### config.mk
export PLATFORM = sky130hd
export DESIGN_NAME = window_seq_ctrl
export DESIGN_NICKNAME = d
export VERILOG_FILES = /design/src/rtl/window_seq_ctrl.sv
export SDC_FILE = /design/constraint.sdc
export NUM_CORES = 1
export LEC_CHECK = 0
export ABC_AREA = 1
export ABC_CLOCK_PERIOD_IN_PS = 1750
export BUFFER_PORTS_ARGS = -buffer_cell sky130_fd_sc_hd__buf_2
export CELL_PAD_IN_SITES_DETAIL_PLACEMENT = 1
export CELL_PAD_IN_SITES_GLOBAL_PLACEMENT = 2
export CORE_UTILIZATION = 33
export CTS_BUF_LIST = sky130_fd_sc_hd__clkbuf_4
export DETAILED_ROUTE_END_ITERATION = 8
export GPL_TIMING_DRIVEN = 0
export PLACE_DENSITY = 0.89
export SKIP_LAST_GASP = 1
export SLEW_MARGIN = 20
export SYNTH_ARGS = -nofsm -noshare
export SYNTH_HDL_FRONTEND = slang
export SYNTH_SLANG_ARGS = --single-unit
### constraint.sdc
create_clock -name clk -period 1.75 [get_ports clk]
set_input_delay 0.0875 -clock clk [delete_from_list [all_inputs] [get_ports clk]]
set_output_delay 0.0875 -clock clk [all_outputs]
set_load 0.01 [all_outputs]
### src/rtl/window_seq_ctrl.sv
// Window sequencer: clears the 3x3 window memory, loads one padded frame, then scans it.
// Optional feature: define ABORT_EN to let abort drop an in-flight frame back to idle.
module window_seq_ctrl #(
  parameter int unsigned IMG_W      = 256,
  parameter int unsigned IMG_H      = 32,
  parameter int unsigned LOAD_WORDS = (IMG_W + 2) * (IMG_H + 2)
) (
  input  logic       clk,
  input  logic       rst_n,
  input  logic       start,
  input  logic       abort,
  input  logic       in_valid,
  output logic       in_ready,
  input  logic       out_ready,
  output logic       mem_rst_n,
  output logic       mem_wr,
  output logic       mem_rd,
  output logic       win_valid,
  output logic [8:0] col_idx,
  output logic [8:0] row_idx,
  output logic       busy,
  output logic       done
);

  typedef enum logic [2:0] {
    StIdle,
    StClear,
    StLoad,
    StScan,
    StFlush,
    StDone
  } state_e;

  state_e      state_q;
  logic        clr_q;
  logic        win_valid_q;
  logic [14:0] load_cnt_q;
  logic [8:0]  nxt_col_q;
  logic [8:0]  nxt_row_q;
  logic [8:0]  col_q;
  logic [8:0]  row_q;

  logic active;
  logic abort_hit;
  logic wr_fire;
  logic rd_fire;
  logic last_wr;
  logic last_rd;
  logic col_wrap;

  assign active = (state_q == StClear) || (state_q == StLoad) ||
                  (state_q == StScan)  || (state_q == StFlush);

`ifdef ABORT_EN
  assign abort_hit = abort && active;
`else
  logic unused_abort;
  assign unused_abort = abort;
  assign abort_hit    = 1'b0;
`endif

  // Strobes are gated by rst_n so they read 0 while reset is held, before the first edge.
  assign in_ready = rst_n && (state_q == StLoad) && !abort_hit;
  assign wr_fire  = in_ready && in_valid;
  assign rd_fire  = rst_n && (state_q == StScan) && out_ready && !abort_hit;

  assign last_wr  = (load_cnt_q == 15'(LOAD_WORDS - 1));
  assign col_wrap = (nxt_col_q == 9'(IMG_W - 1));
  assign last_rd  = col_wrap && (nxt_row_q == 9'(IMG_H - 1));

  always_ff @(posedge clk) begin
    if (!rst_n) begin
      state_q     <= StIdle;
      clr_q       <= 1'b0;
      win_valid_q <= 1'b0;
      load_cnt_q  <= '0;
      nxt_col_q   <= '0;
      nxt_row_q   <= '0;
      col_q       <= '0;
      row_q       <= '0;
    end else begin
      clr_q       <= 1'b0;
      win_valid_q <= rd_fire;
      if (abort_hit) begin
        state_q <= StIdle;
      end else begin
        case (state_q)
          StIdle: begin
            if (start) begin
              state_q <= StClear;
              clr_q   <= 1'b1;
            end
          end
          StClear: begin
            state_q    <= StLoad;
            load_cnt_q <= '0;
            nxt_col_q  <= '0;
            nxt_row_q  <= '0;
            col_q      <= '0;
            row_q      <= '0;
          end
          StLoad: begin
            if (wr_fire) begin
              load_cnt_q <= load_cnt_q + 15'd1;
              if (last_wr) state_q <= StScan;
            end
          end
          StScan: begin
            if (rd_fire) begin
              // Indices report the read just issued; nxt_* tracks the one to issue next.
              col_q <= nxt_col_q;
              row_q <= nxt_row_q;
              if (col_wrap) begin
                nxt_col_q <= '0;
                nxt_row_q <= nxt_row_q + 9'd1;
              end else begin
                nxt_col_q <= nxt_col_q + 9'd1;
              end
              if (last_rd) state_q <= StFlush;
            end
          end
          StFlush: state_q <= StDone;
          StDone:  state_q <= StIdle;
          default: state_q <= StIdle;
        endcase
      end
    end
  end

  assign mem_rst_n = rst_n && !clr_q;
  assign mem_wr    = wr_fire;
  assign mem_rd    = rd_fire;
  assign win_valid = rst_n && win_valid_q;
  assign col_idx   = col_q;
  assign row_idx   = row_q;
  assign busy      = rst_n && active;
  assign done      = rst_n && (state_q == StDone);

endmodule

==> results by group <==
Status
  • Status: finished clean

Timing
  • Final Hold Viols: 0
  • RSZ-0062 raised after global routing: true
  • Worst Tran Pin Value: around 500 ps
  • Fin Setup TNS: 0 ps
  • Setup violators final: 0
  • Period utilisation layout: 0.940
  • Worst clock skew: between 10 and 15 ps
  • Fin crit period: 1650 ps
  • Max Slew Vio Count: 0
  • F_max: ~0.6 GHz
  • Slew headroom: 0.667

Clock network
  • Number of CTS-inserted buffers: 5
  • Worst-path clk slew: ~160 ps
  • Clock latency on the worst-skew pair: 380 ps
  • H-tree lvl count: 2
  • Clk buf depth: 2
  • CTS Root Cell: clkbuf_4
  • CTS tree: yes
  • CTS Sinks: 56

Route
  • Initial DRC Count: 36
  • DRC Markers: 0
  • Final antenna-violating net count: 0
  • DR vias: 2682
  • Final wirelength: between 7 and 8 mm
  • Initial DRT Pass Iterations: 4
  • Post-DR vias/cell: around 5
  • WL/cell: about 14 um

Setup path
  • Crit end category: primary output
  • Cell depth of the worst setup path: 5
  • R2r endpoint: nxt_row_q[6]$_SDFFE_PN0P_
  • R2r setup slk: between 100 and 150 ps
  • CP arrival: between 1500 and 2000 ps
  • CP required: around 1700 ps
  • Critical path's slowest cell: dfxtp_2
  • Slowest stage delay, CP: approximately 430 ps
  • Worst Reg-to-Reg Cells: 9
  • Max FO, Critical Path: 6
  • Critical path's top delay family: flip-flops
  • RR Startpoint: nxt_col_q[0]$_SDFFE_PN0P_
  • Setup crit start kind: register
  • CP Class: register to primary output
  • CP Buf/Inv Count: 1
  • Crit-path cells: nand2_1 > nor2_2 > nor2_1 > a31oi_1 > buf_2

Power and ir drop
  • Leak pwr: roughly 1.2 nW
  • Peak VDD IR: between 0.0006 and 0.0007 V
  • Pwr dens: between 1000 and 1500 mW/mm^2

Synthesis
  • Gate Count Post-Synth: 399
  • Synth cell types: 31
  • Ys Warns: 0
  • Syn_nets: approximately 400
  • Mean Syn Cell Area: about 6.8 sq um
  • Post-synth ARST share: 0
  • Yosys reg bits: 56
  • Register area share after synthesis: 0.415
  • EDFF count, synth: 0
  • Netlist Area Pre-Place: ~0.0027 sq mm
  • Most used DFF post-synth: dfxtp_1

Floorplanning
  • # rows: 32
  • Initial Util: 0.346
  • Die Ht: about 92 um
  • Floorplan core area: 0.00781 sq mm
  • Die X: just over 90 um
  • Die footprint: around 0.0085 sq mm
  • Ports: 31

Job
  • Max-cap violations: 0

Placement
  • Dpl hpwl: between 5 and 6 mm
  • GP Congestion: around 0.8
  • # port buffers: 28
  • DP Area: 0.00297 sq mm

Hold path
  • End of the worst hold path: win_valid_q$_SDFF_PN0_
  • Worst hold path cell count: 3
  • HP Class: input port to register
  • Hold path startpoint: out_ready

Final layout
  • Commonest non-fill, non-tap cell in the layout: nand2_1
  • Fraction of layout cells with a size suffix above 1: 0.162
  • Final instance area: between 0.003 and 0.004 sq mm
  • # diodes: 0
  • Most frequent cells in the layout: nand2_1, nor2_1, dfxtp_1
  • # nets final: ~450
  • Synth-to-Final Area Change: 14.8%

GRT
  • Largest net degree at the start of global routing: 17
  • Remaining global-route overflow: 0
  • Vias in the first global route: approximately 2700
  • Initial antenna violation count: 0
  • Gr usage total: 0.189
  • Global-route wire length before repair: 12.9 mm
[stage by stage]
stage          total power, W  hold WS (ps)  setup slack, ps   util  std cells
2_1_floorplan         0.00258           228              292      -        399
3_3_place_gp          0.00305           354            -10.3  0.380        529
3_5_place_dp          0.00308           364            -62.7  0.380        529
4_1_cts               0.00370          40.5            -11.1  0.390        539
5_1_grt               0.00399          39.0            -26.9  0.397        539
6_report              0.00370          56.8              105  0.397        539
[worst max-delay path by stage]
stage / startpoint / end / slack (ps)
after CTS: nxt_col_q[0]$_SDFFE_PN0P_ / nxt_row_q[3]$_SDFFE_PN0P_ / -10
after global placement: nxt_col_q[0]$_SDFFE_PN0P_ / nxt_row_q[6]$_SDFFE_PN0P_ / -10
after floorplan: nxt_col_q[0]$_SDFFE_PN0P_ / nxt_row_q[6]$_SDFFE_PN0P_ / 290
after detailed placement: nxt_col_q[0]$_SDFFE_PN0P_ / nxt_row_q[3]$_SDFFE_PN0P_ / -60
after global routing: nxt_col_q[0]$_SDFFE_PN0P_ / state_q[1]$_SDFFE_PN0P_ / -30
final: state_q[0]$_SDFFE_PN0P_ / busy / 100
[registers in the layout, summed over array words and instances (netlist names)]
register,count
load_cnt_q,15
col_idx,9
nxt_col_q,9
nxt_row_q,9
row_idx,9
state_q,3
clr_q,1
win_valid_q,1
[per-layer routing]
metal / wire length [um] / global-route usage / up-vias
met5: 0 / 0 / -
met1: 3770 / 0.244 / 1259
met2: 3650 / 0.328 / 26
met4: 70 / 0.0469 / 0
met3: 165 / 0.0279 / 5
li1: - / - / 1392
[tightest hold or removal path: stages]
cell and delay [ps]:
buf_2 90, nand2_1 150, nor2_1 70
[kinds of logic after synthesis]
family,share of synthesized area
simple gates,0.326
compound gates,0.158
flops,0.415
buf+inv,0.0811
fa+ha+maj,0.0139
xor+xnor,0.00649
[layout make-up]
class	count	area [sq um]
clock buffer	5	37.5
timing repair buffer	31	165
fill	1032	4710
tap	102	128
clock inverter	2	12.5
multi-input combinational	288	1400
inverter	42	160
buffer	13	63.8
sequential	56	1130
[synth_stat cells (all sizes together), types with 2 or more instances]
library cell | number | share of area
nand4 | 10 | 0.023
inv | 42 | 0.058
dfxtp | 56 | 0.42
o21ai | 31 | 0.062
xor2 | 2 | 0.0065
nand2 | 81 | 0.11
buf | 9 | 0.017
nor2 | 64 | 0.090
nand3 | 29 | 0.059
nor4 | 2 | 0.0046
clkbuf | 4 | 0.0056
ha | 3 | 0.014
nor3 | 13 | 0.024
a21oi | 44 | 0.082
[where the power goes]
| part | switching (W) | internal, W | total, W |
|---|---|---|---|
| clock | 0.000430 | 0.000148 | 0.000578 |
| combinational | 0.000968 | 0.000498 | 0.00147 |
| sequential | 0.000153 | 0.00151 | 0.00166 |
[what timing repair did]
action / in CTS / in global routing
hold buffers: 1 / 0
pin swaps: 1 / 0
setup endpoints to repair: 12 / 40
hold endpoints to repair: 1 / 0
gates resized for setup: 2 / 18
cloned: 0 / 0
buffers inserted: 2 / 0
No activity file was read; power rests on OpenSTA's default activity.
